==> src/rtl/sprite_pkg.sv <==
// Shared types, sizes and sprite geometry tables for the sprite fetch pipeline.
package sprite_pkg;

  localparam int unsigned SPRITE_ADDR_W = 11;
  localparam int unsigned COORD_W       = 5;
  localparam int unsigned COLOR_W       = 8;
  localparam int unsigned FIFO_DEPTH    = 4;
  localparam int unsigned FIFO_PTR_W    = 2;
  localparam int unsigned FIFO_CNT_W    = 3;

  localparam logic [COLOR_W-1:0] TRANSPARENT_KEY = 8'h00;

  typedef enum logic [2:0] {
    SPR_CANNONBALL    = 3'd0,
    SPR_DEMOMAN_R_RED = 3'd1,
    SPR_DEMOMAN_L_RED = 3'd2,
    SPR_DEMOMAN_R_BLU = 3'd3,
    SPR_DEMOMAN_L_BLU = 3'd4,
    SPR_SKY           = 3'd5,
    SPR_GROUND        = 3'd6,
    SPR_BLANKING      = 3'd7
  } sprite_id_t;

  typedef struct packed {
    logic [COLOR_W-1:0] color;
    logic               transparent;
  } pix_t;

  function automatic logic [SPRITE_ADDR_W-1:0] sprite_base(input sprite_id_t id);
    case (id)
      SPR_CANNONBALL:    return SPRITE_ADDR_W'(0);
      SPR_DEMOMAN_R_RED: return SPRITE_ADDR_W'(204);
      SPR_DEMOMAN_L_RED: return SPRITE_ADDR_W'(579);
      SPR_DEMOMAN_R_BLU: return SPRITE_ADDR_W'(954);
      SPR_DEMOMAN_L_BLU: return SPRITE_ADDR_W'(1329);
      SPR_SKY:           return SPRITE_ADDR_W'(1704);
      SPR_GROUND:        return SPRITE_ADDR_W'(1705);
      default:           return SPRITE_ADDR_W'(1706);
    endcase
  endfunction

  function automatic logic [COORD_W-1:0] sprite_width(input sprite_id_t id);
    case (id)
      SPR_CANNONBALL:                                   return COORD_W'(12);
      SPR_DEMOMAN_R_RED, SPR_DEMOMAN_L_RED,
      SPR_DEMOMAN_R_BLU, SPR_DEMOMAN_L_BLU:             return COORD_W'(15);
      default:                                          return COORD_W'(1);
    endcase
  endfunction

  function automatic logic [COORD_W-1:0] sprite_height(input sprite_id_t id);
    case (id)
      SPR_CANNONBALL:                                   return COORD_W'(17);
      SPR_DEMOMAN_R_RED, SPR_DEMOMAN_L_RED,
      SPR_DEMOMAN_R_BLU, SPR_DEMOMAN_L_BLU:             return COORD_W'(25);
      default:                                          return COORD_W'(1);
    endcase
  endfunction

  function automatic logic sprite_is_1x1(input sprite_id_t id);
    return (id == SPR_SKY) || (id == SPR_GROUND) || (id == SPR_BLANKING);
  endfunction

endpackage

==> src/rtl/sprite_fetch_if.sv <==
// Request/pixel handshake bundle for sprite_fetch.
// req_mirror exists only when SPRITE_FETCH_MIRROR_EN is defined.
interface sprite_fetch_if;
  import sprite_pkg::*;

  logic               req_valid;
  logic               req_ready;
  sprite_id_t         req_sprite;
  logic [COORD_W-1:0] req_x;
  logic [COORD_W-1:0] req_y;
`ifdef SPRITE_FETCH_MIRROR_EN
  logic               req_mirror;
`endif
  logic               pix_valid;
  logic               pix_ready;
  logic [COLOR_W-1:0] pix_color;
  logic               pix_transparent;

  modport master (
`ifdef SPRITE_FETCH_MIRROR_EN
    output req_mirror,
`endif
    output req_valid, req_sprite, req_x, req_y, pix_ready,
    input  req_ready, pix_valid, pix_color, pix_transparent
  );

  modport slave (
`ifdef SPRITE_FETCH_MIRROR_EN
    input  req_mirror,
`endif
    input  req_valid, req_sprite, req_x, req_y, pix_ready,
    output req_ready, pix_valid, pix_color, pix_transparent
  );

endinterface

==> src/rtl/sprite_fetch_fifo.sv <==
// 4-entry show-ahead pixel buffer; head is valid whenever count is non-zero.
module sprite_fetch_fifo
  import sprite_pkg::*;
(
  input  logic                  clk,
  input  logic                  reset_n,
  input  logic                  push,
  input  pix_t                  push_data,
  input  logic                  pop,
  output logic                  valid,
  output pix_t                  head,
  output logic [FIFO_CNT_W-1:0] count
);

  pix_t                  mem [FIFO_DEPTH];
  logic [FIFO_PTR_W-1:0] wr_ptr;
  logic [FIFO_PTR_W-1:0] rd_ptr;
  logic                  do_push_c;
  logic                  do_pop_c;

  always_comb begin
    do_pop_c  = pop && (count != '0);
    do_push_c = push && ((count != FIFO_CNT_W'(FIFO_DEPTH)) || do_pop_c);
  end

  always_ff @(posedge clk or negedge reset_n) begin
    if (!reset_n) begin
      mem    <= '{default: '0};
      wr_ptr <= '0;
      rd_ptr <= '0;
      count  <= '0;
    end else begin
      if (do_push_c) begin
        mem[wr_ptr] <= push_data;
        wr_ptr      <= wr_ptr + FIFO_PTR_W'(1);
      end
      if (do_pop_c) rd_ptr <= rd_ptr + FIFO_PTR_W'(1);
      // Simultaneous push and pop leaves the occupancy unchanged.
      case ({do_push_c, do_pop_c})
        2'b10:   count <= count + FIFO_CNT_W'(1);
        2'b01:   count <= count - FIFO_CNT_W'(1);
        default: count <= count;
      endcase
    end
  end

  assign valid = (count != '0);
  assign head  = mem[rd_ptr];

endmodule

==> src/rtl/sprite_fetch.sv <==
// Sprite pixel fetch: address generation, 2-cycle RAM pipeline, credit-controlled output FIFO.
// Optional horizontal mirroring via SPRITE_FETCH_MIRROR_EN.
module sprite_fetch
  import sprite_pkg::*;
(
  input  logic                     clk,
  input  logic                     reset_n,
  sprite_fetch_if.slave            bus,
  output logic [SPRITE_ADDR_W-1:0] read_address,
  input  logic [COLOR_W-1:0]       ram_data
);

  logic                     s1_valid;
  logic                     s1_oor;
  logic                     s2_valid;
  logic                     s2_oor;
  logic                     accept_c;
  logic                     pop_c;
  logic                     fifo_valid;
  logic [FIFO_CNT_W-1:0]    fifo_count;
  logic [FIFO_CNT_W-1:0]    credits_c;
  pix_t                     push_data_c;
  pix_t                     head;
  logic [COORD_W-1:0]       w_c;
  logic [COORD_W-1:0]       h_c;
  logic [COORD_W-1:0]       x_eff_c;
  logic                     single_c;
  logic                     oor_c;
  logic [SPRITE_ADDR_W-1:0] addr_c;

  // Every accepted pixel holds one credit until it leaves the FIFO.
  always_comb begin
    credits_c = FIFO_CNT_W'(s1_valid) + FIFO_CNT_W'(s2_valid) + fifo_count;
  end

  assign bus.req_ready = (credits_c < FIFO_CNT_W'(FIFO_DEPTH));
  assign accept_c      = bus.req_valid && bus.req_ready;

  always_comb begin
    w_c      = sprite_width(bus.req_sprite);
    h_c      = sprite_height(bus.req_sprite);
    single_c = sprite_is_1x1(bus.req_sprite);
    x_eff_c  = bus.req_x;
`ifdef SPRITE_FETCH_MIRROR_EN
    if (bus.req_mirror) x_eff_c = w_c - COORD_W'(1) - bus.req_x;
`endif
    // A mirrored x beyond the width wraps to >= width, so it stays out of range.
    oor_c  = !single_c && ((x_eff_c >= w_c) || (bus.req_y >= h_c));
    addr_c = sprite_base(bus.req_sprite);
    if (!single_c) begin
      addr_c = sprite_base(bus.req_sprite)
             + SPRITE_ADDR_W'(bus.req_y) * SPRITE_ADDR_W'(w_c)
             + SPRITE_ADDR_W'(x_eff_c);
    end
  end

  always_ff @(posedge clk or negedge reset_n) begin
    if (!reset_n) begin
      s1_valid     <= 1'b0;
      s1_oor       <= 1'b0;
      s2_valid     <= 1'b0;
      s2_oor       <= 1'b0;
      read_address <= '0;
    end else begin
      s1_valid <= accept_c;
      s2_valid <= s1_valid;
      s2_oor   <= s1_oor;
      if (accept_c) begin
        read_address <= addr_c;
        s1_oor       <= oor_c;
      end
    end
  end

  // Out-of-range pixels ignore RAM contents entirely.
  always_comb begin
    push_data_c.color       = ram_data;
    push_data_c.transparent = (ram_data == TRANSPARENT_KEY);
    if (s2_oor) begin
      push_data_c.color       = TRANSPARENT_KEY;
      push_data_c.transparent = 1'b1;
    end
  end

  assign pop_c = fifo_valid && bus.pix_ready;

  sprite_fetch_fifo u_fifo (
    .clk       (clk),
    .reset_n   (reset_n),
    .push      (s2_valid),
    .push_data (push_data_c),
    .pop       (pop_c),
    .valid     (fifo_valid),
    .head      (head),
    .count     (fifo_count)
  );

  assign bus.pix_valid       = fifo_valid;
  assign bus.pix_color       = head.color;
  assign bus.pix_transparent = head.transparent;

endmodule

==> src/flat_wrapper.sv <==
// flat-port wrapper written by rule: the top's interface ports become plain ports
module sprite_fetch_flat import sprite_pkg::*;
  (clk, reset_n, read_address, ram_data, bus_req_valid, bus_req_sprite, bus_req_x, bus_req_y, bus_pix_ready, bus_req_ready, bus_pix_valid, bus_pix_color, bus_pix_transparent);
  sprite_fetch_if bus_i ();
  input  logic clk;
  input  logic reset_n;
  output logic [SPRITE_ADDR_W-1:0] read_address;
  input  logic [COLOR_W-1:0] ram_data;
  input wire logic [$bits(bus_i.req_valid)-1:0] bus_req_valid;
  input wire logic [$bits(bus_i.req_sprite)-1:0] bus_req_sprite;
  input wire logic [$bits(bus_i.req_x)-1:0] bus_req_x;
  input wire logic [$bits(bus_i.req_y)-1:0] bus_req_y;
  input wire logic [$bits(bus_i.pix_ready)-1:0] bus_pix_ready;
  output wire logic [$bits(bus_i.req_ready)-1:0] bus_req_ready;
  output wire logic [$bits(bus_i.pix_valid)-1:0] bus_pix_valid;
  output wire logic [$bits(bus_i.pix_color)-1:0] bus_pix_color;
  output wire logic [$bits(bus_i.pix_transparent)-1:0] bus_pix_transparent;
  assign bus_i.req_valid = bus_req_valid;
  assign bus_i.req_sprite = bus_req_sprite;
  assign bus_i.req_x = bus_req_x;
  assign bus_i.req_y = bus_req_y;
  assign bus_i.pix_ready = bus_pix_ready;
  assign bus_req_ready = bus_i.req_ready;
  assign bus_pix_valid = bus_i.pix_valid;
  assign bus_pix_color = bus_i.pix_color;
  assign bus_pix_transparent = bus_i.pix_transparent;
  sprite_fetch u_core (.clk(clk), .reset_n(reset_n), .bus(bus_i), .read_address(read_address), .ram_data(ram_data));
endmodule
==> config.mk <==
export PLATFORM = sky130hd
export DESIGN_NAME = sprite_fetch_flat
export DESIGN_NICKNAME = d
export VERILOG_FILES = /design/src/rtl/sprite_pkg.sv /design/src/rtl/sprite_fetch_if.sv /design/src/rtl/sprite_fetch_fifo.sv /design/src/rtl/sprite_fetch.sv /design/src/flat_wrapper.sv
export SDC_FILE = /design/constraint.sdc
export NUM_CORES = 1
export LEC_CHECK = 0
export CAP_MARGIN = 25
export CORE_MARGIN = 10
export CORE_UTILIZATION = 35
export CTS_CLUSTER_SIZE = 40
export DETAILED_ROUTE_END_ITERATION = 6
export DONT_BUFFER_PORTS = 1
export GPL_TIMING_DRIVEN = 1
export PLACE_DENSITY = 0.48
export SETUP_SLACK_MARGIN = 0.1
export SLEW_MARGIN = 0
export SYNTH_ARGS = -nofsm -noshare
export SYNTH_HDL_FRONTEND = slang
export SYNTH_SLANG_ARGS = --single-unit
==> constraint.sdc <==
create_clock -name clk -period 2.35 [get_ports clk]
set_input_delay 0.235 -clock clk [delete_from_list [all_inputs] [get_ports clk]]
set_output_delay 0.235 -clock clk [all_outputs]
set_load 0.01 [all_outputs]
==> metrics.log <==
INFO  metric status = finished with violations
INFO  metric violations = setup timing
INFO  metric post-route-util = a little under half
INFO  metric drv_slew = 0
INFO  metric synth.avg_cell_area = 9.800 um^2
INFO  metric cts_max_path_buffers = 2
INFO  metric async_flop_share = 100.0%
INFO  metric first_pass_grt_wire_length = 15770 um
INFO  metric unrepaired_setup_endpoints_after_global_routing = yes
INFO  metric area_growth = 28.62%
INFO  metric synth_seq_cells = 58
INFO  metric final.fill_count = 1066
INFO  metric remaining_drc_errors = 0
INFO  metric setup_viol = 9
INFO  metric tritoncts = yes
INFO  metric max-vdd-ir-drop = between 0.0006 and 0.0007 V
INFO  metric fin_worst_skew = 9.042 ps
INFO  metric postSynthCellCount = 406
INFO  metric dp_hpwl = 7452 um
INFO  metric sequential_share_of_the_synthesized_area = 36.48%
INFO  metric p_leak = 2.394 nW
INFO  metric category_of_the_worst_setup_path_capture_point = register
INFO  metric timing.reg2reg.worst_path_depth = 9
INFO  metric final.min_clock_period = 3850 ps
INFO  metric routed_via_density = 4.907
INFO  metric die_area = 0.01603 mm^2
INFO  metric grt_usage = 12.17%
INFO  metric finalWirelength = 9606 um
INFO  metric gr-usage-met2 = 19.93%
INFO  metric drt_pass1_iterations = 4
INFO  metric hold-path-cell-count = 2
INFO  metric tritoncts_num_sinks = 58
INFO  metric clk_latency_worst_skew_pair = 320 ps
INFO  metric layout.cells.non_filler = 600
INFO  metric hold_start = ram_data[6]
INFO  metric post-route-worst-setup-slack = -1500 ps
INFO  metric detailedRoute.firstIterationViolations = 167
INFO  metric grt_most_used_layer = met2
INFO  metric min_path_type = input port to register
INFO  metric timing.rr.start = u_core.u_fifo.count[0]$_DFFE_PN0P_
INFO  metric power_per_cell_area = about 1200 mW/mm^2
INFO  metric reg2reg_setup_slack = ~210 ps
INFO  metric placer_s_final_routability_congestion_estimate = 0.8231
INFO  metric gr-usage-met3 = 3.582%
INFO  metric cts.reportedPaths.clkPinSlew = 60 ps
INFO  metric largest_net_degree_at_the_start_of_global_routing = 59
INFO  metric io_buffers = 0
INFO  metric maxClockFrequency = 0.2598 GHz
INFO  metric antenna_nets_post_route = 0
INFO  metric via_count = 2944
INFO  metric die-height = about 130 um
INFO  metric synth_fp_nets = 485
INFO  metric worst_r2r_endpoint = u_core.u_fifo.count[2]$_DFFE_PN0P_
INFO  metric number_of_global_route_vias_before_repair = 3015
INFO  metric n_antenna_cell = 0
INFO  metric fraction_of_layout_cells_with_a_size_suffix_above_1 = 29.35%
INFO  metric die_w = 126.6 um
INFO  metric post_synth_instance_area = between 0.003 and 0.004 mm^2
INFO  metric critical_path_arrival = 4050 ps
INFO  metric nets = 534
INFO  metric ctsHtreeMaxLevel = 3
INFO  metric maxCapViolCount = 0
INFO  metric place.detailed.instances = 576
INFO  metric pre_cts_ws = -1979 ps
INFO  metric antenna_violations_before_repair = 0
INFO  metric final_cell_area = between 0.005 and 0.006 mm^2
INFO  metric cts-buffers-inserted = 9
INFO  metric core_area = 0.01098 mm^2
INFO  metric timing_worst_slew_pin_value = 546.0 ps
INFO  metric globalRoute.totalOverflow = 0
INFO  metric gr-usage-met1 = between 15 and 20%
INFO  metric num_rows = 38
INFO  metric worstSetupStartpointType = input port
INFO  metric cp_required = 2550 ps
INFO  metric maximum_fanout_along_the_worst_path = 10
INFO  metric floorplan.initialDensity = 36.23%
INFO  metric clock-root-buffer = sky130_fd_sc_hd__clkbuf_16
INFO  metric number_of_unique_standard_cell_types_used_by_synthesis = 47
INFO  metric routed_wire_length_per_instance = 16.01 um
INFO  metric final_min_period_over_clock_period = 163.8%
INFO  metric hold_end = u_core.u_fifo.mem[34]$_DFFE_PN0P_
INFO  metric count_of_synthesis_stage_warnings_from_yosys = 0
INFO  metric synth-main-ff-cell = sky130_fd_sc_hd__dfrtp_1
INFO  metric synth_edf_count = 0
INFO  metric placed_area = ~0.0046 mm^2
INFO  metric ioPinCount = between 40 and 50
INFO  metric final_hold_violations = 0
INFO  metric timing_worst_setup_path_type = input port to register
INFO  metric timing.max_slew.rel_slack = 63.60%
## cell type report
type                            count  area (um^2)  area share (%)
Sequential cell                    58         1451           28.36
Tap cell                          140        175.2           3.423
Clock inverter                      6        42.54          0.8313
Timing Repair Buffer               50        421.7           8.240
Inverter                           45        168.9           3.301
Clock buffer                       10        239.0           4.670
Multi-Input combinational cell    291         2619           51.17
## synth_stat cells (all sizes together), types with 2 or more instances
cell / instances / area, um^2
xor2: 7 / 61.31
nor2: 19 / 71.32
nor4: 2 / 12.51
a31oi: 3 / 18.77
mux4: 9 / 202.7
inv: 45 / 168.9
dfrtp: 58 / 1451
nand2: 68 / 320.3
o21ai: 50 / 250.2
a211oi: 2 / 15.01
and3: 2 / 12.51
o31ai: 3 / 36.28
fa: 13 / 260.3
nor3: 6 / 30.03
nand2b: 10 / 62.56
ha: 41 / 513.0
xnor2: 7 / 61.31
nor2b: 5 / 31.28
a21oi: 10 / 50.05
a21o: 8 / 60.06
buf: 9 / 78.82
clkbuf: 3 / 11.26
nand3: 4 / 20.02
a221oi: 2 / 17.52
and2: 4 / 25.02
## critical path, stage by stage
cell and delay (ps):
sky130_fd_sc_hd__o21ai_4 210, sky130_fd_sc_hd__and2_4 190, sky130_fd_sc_hd__nand2_2 50, sky130_fd_sc_hd__fa_1 490
sky130_fd_sc_hd__inv_2 40, sky130_fd_sc_hd__fa_1 520, sky130_fd_sc_hd__inv_1 60, sky130_fd_sc_hd__fa_2 520
sky130_fd_sc_hd__inv_2 40, sky130_fd_sc_hd__fa_1 510, sky130_fd_sc_hd__ha_4 220, sky130_fd_sc_hd__nor2b_4 120
sky130_fd_sc_hd__o31a_1 300, sky130_fd_sc_hd__a221oi_4 270, sky130_fd_sc_hd__xor2_1 170, sky130_fd_sc_hd__a31oi_1 100
## worst max path at each step
stage,from,endpoint,slack [ps],cells past startpoint
2_1_floorplan,bus_req_sprite[0],u_core.read_address[9]$_DFFE_PN0P_,-1930,22
5_1_grt,bus_req_sprite[1],u_core.read_address[10]$_DFFE_PN0P_,-1660,22
3_5_place_dp,bus_req_sprite[0],u_core.read_address[10]$_DFFE_PN0P_,-1980,22
6_report,bus_req_sprite[1],u_core.read_address[9]$_DFFE_PN0P_,-1500,16
4_1_cts,bus_req_sprite[1],u_core.read_address[10]$_DFFE_PN0P_,-1470,22
3_3_place_gp,bus_req_sprite[1],u_core.read_address[10]$_DFFE_PN0P_,-1880,23
## stage by stage
stage                     hold WS (ps)  power (mW)  setup TNS (ps)
after global placement          -58.18       4.712          -13870
after floorplan                 -60.59       3.959          -13780
after CTS                        130.6       6.087          -10590
after global routing             160.6       6.747          -11720
after detailed placement        -58.11       4.756          -14170
final                            144.2       6.212          -10510
## power breakdown
| part | total, mW | internal, mW | switching, mW | leakage (nW) |
|---|---|---|---|---|
| Sequential | 1.79 | 1.44 | 0.352 | 0.729 |
| Combinational | 3.22 | 1.61 | 1.61 | 1.53 |
| Clock | 1.20 | 0.740 | 0.463 | 0.134 |
## state kept, by name, summed over array words and instances, names as in the netlist
signal,count
u_core.u_fifo.count,3
u_core.u_fifo.mem,36
u_core.read_address,11
u_core.s2_oor,1
u_core.s1_valid,1
u_core.u_fifo.wr_ptr,2
u_core.s2_valid,1
u_core.u_fifo.rd_ptr,2
u_core.s1_oor,1
## cells in the final DEF (no fill, tap or decap), types with 3 or more instances in the layout
cell type                   instances
sky130_fd_sc_hd__a21o_1             8
sky130_fd_sc_hd__a21oi_1            5
sky130_fd_sc_hd__a21oi_2            3
sky130_fd_sc_hd__a31oi_1            3
sky130_fd_sc_hd__buf_4             44
sky130_fd_sc_hd__buf_6              3
sky130_fd_sc_hd__clkbuf_16          9
sky130_fd_sc_hd__dfrtp_1           58
sky130_fd_sc_hd__fa_1              12
sky130_fd_sc_hd__ha_1              31
sky130_fd_sc_hd__ha_4               9
sky130_fd_sc_hd__inv_1             39
sky130_fd_sc_hd__inv_2              6
sky130_fd_sc_hd__mux4_2             9
sky130_fd_sc_hd__nand2_1           58
sky130_fd_sc_hd__nand2_2            4
sky130_fd_sc_hd__nand2_8            4
sky130_fd_sc_hd__nand2b_1          10
sky130_fd_sc_hd__nand3_1            3
sky130_fd_sc_hd__nor2_1            16
sky130_fd_sc_hd__nor2b_1            3
sky130_fd_sc_hd__nor3_1             5
sky130_fd_sc_hd__o21ai_0           39
sky130_fd_sc_hd__o21ai_1            6
sky130_fd_sc_hd__o21ai_2            3
sky130_fd_sc_hd__xnor2_1            6
sky130_fd_sc_hd__xor2_1             5
## logic make-up after synthesis
logic type / Yosys count / synth area share (%)
xor+xnor: 14 / 3.082
flops: 58 / 36.48
compound gates: 88 / 13.55
fa+ha+maj: 54 / 19.43
simple gates: 126 / 15.85
mux: 9 / 5.094
buf+inv: 57 / 6.509
## repair_timing
item | CTS | global route
hold buffers | 2 | 0
gates resized for setup | 14 | 22
endpoints found under the setup margin | 9 | 11
cloned | 0 | 0
pin swaps | 13 | 28
buffers inserted | 3 | 4
endpoints found under the hold margin | 58 | 0
## layer usage
| layer | vias up | routed length (um) |
|---|---|---|
| li1 | 1472 | - |
| met1 | 1416 | 4285 |
| met2 | 51 | 4691 |
| met3 | 5 | 550 |
| met4 | 0 | 79 |
| met5 | - | 0 |
(Power assumes the default switching activity.)
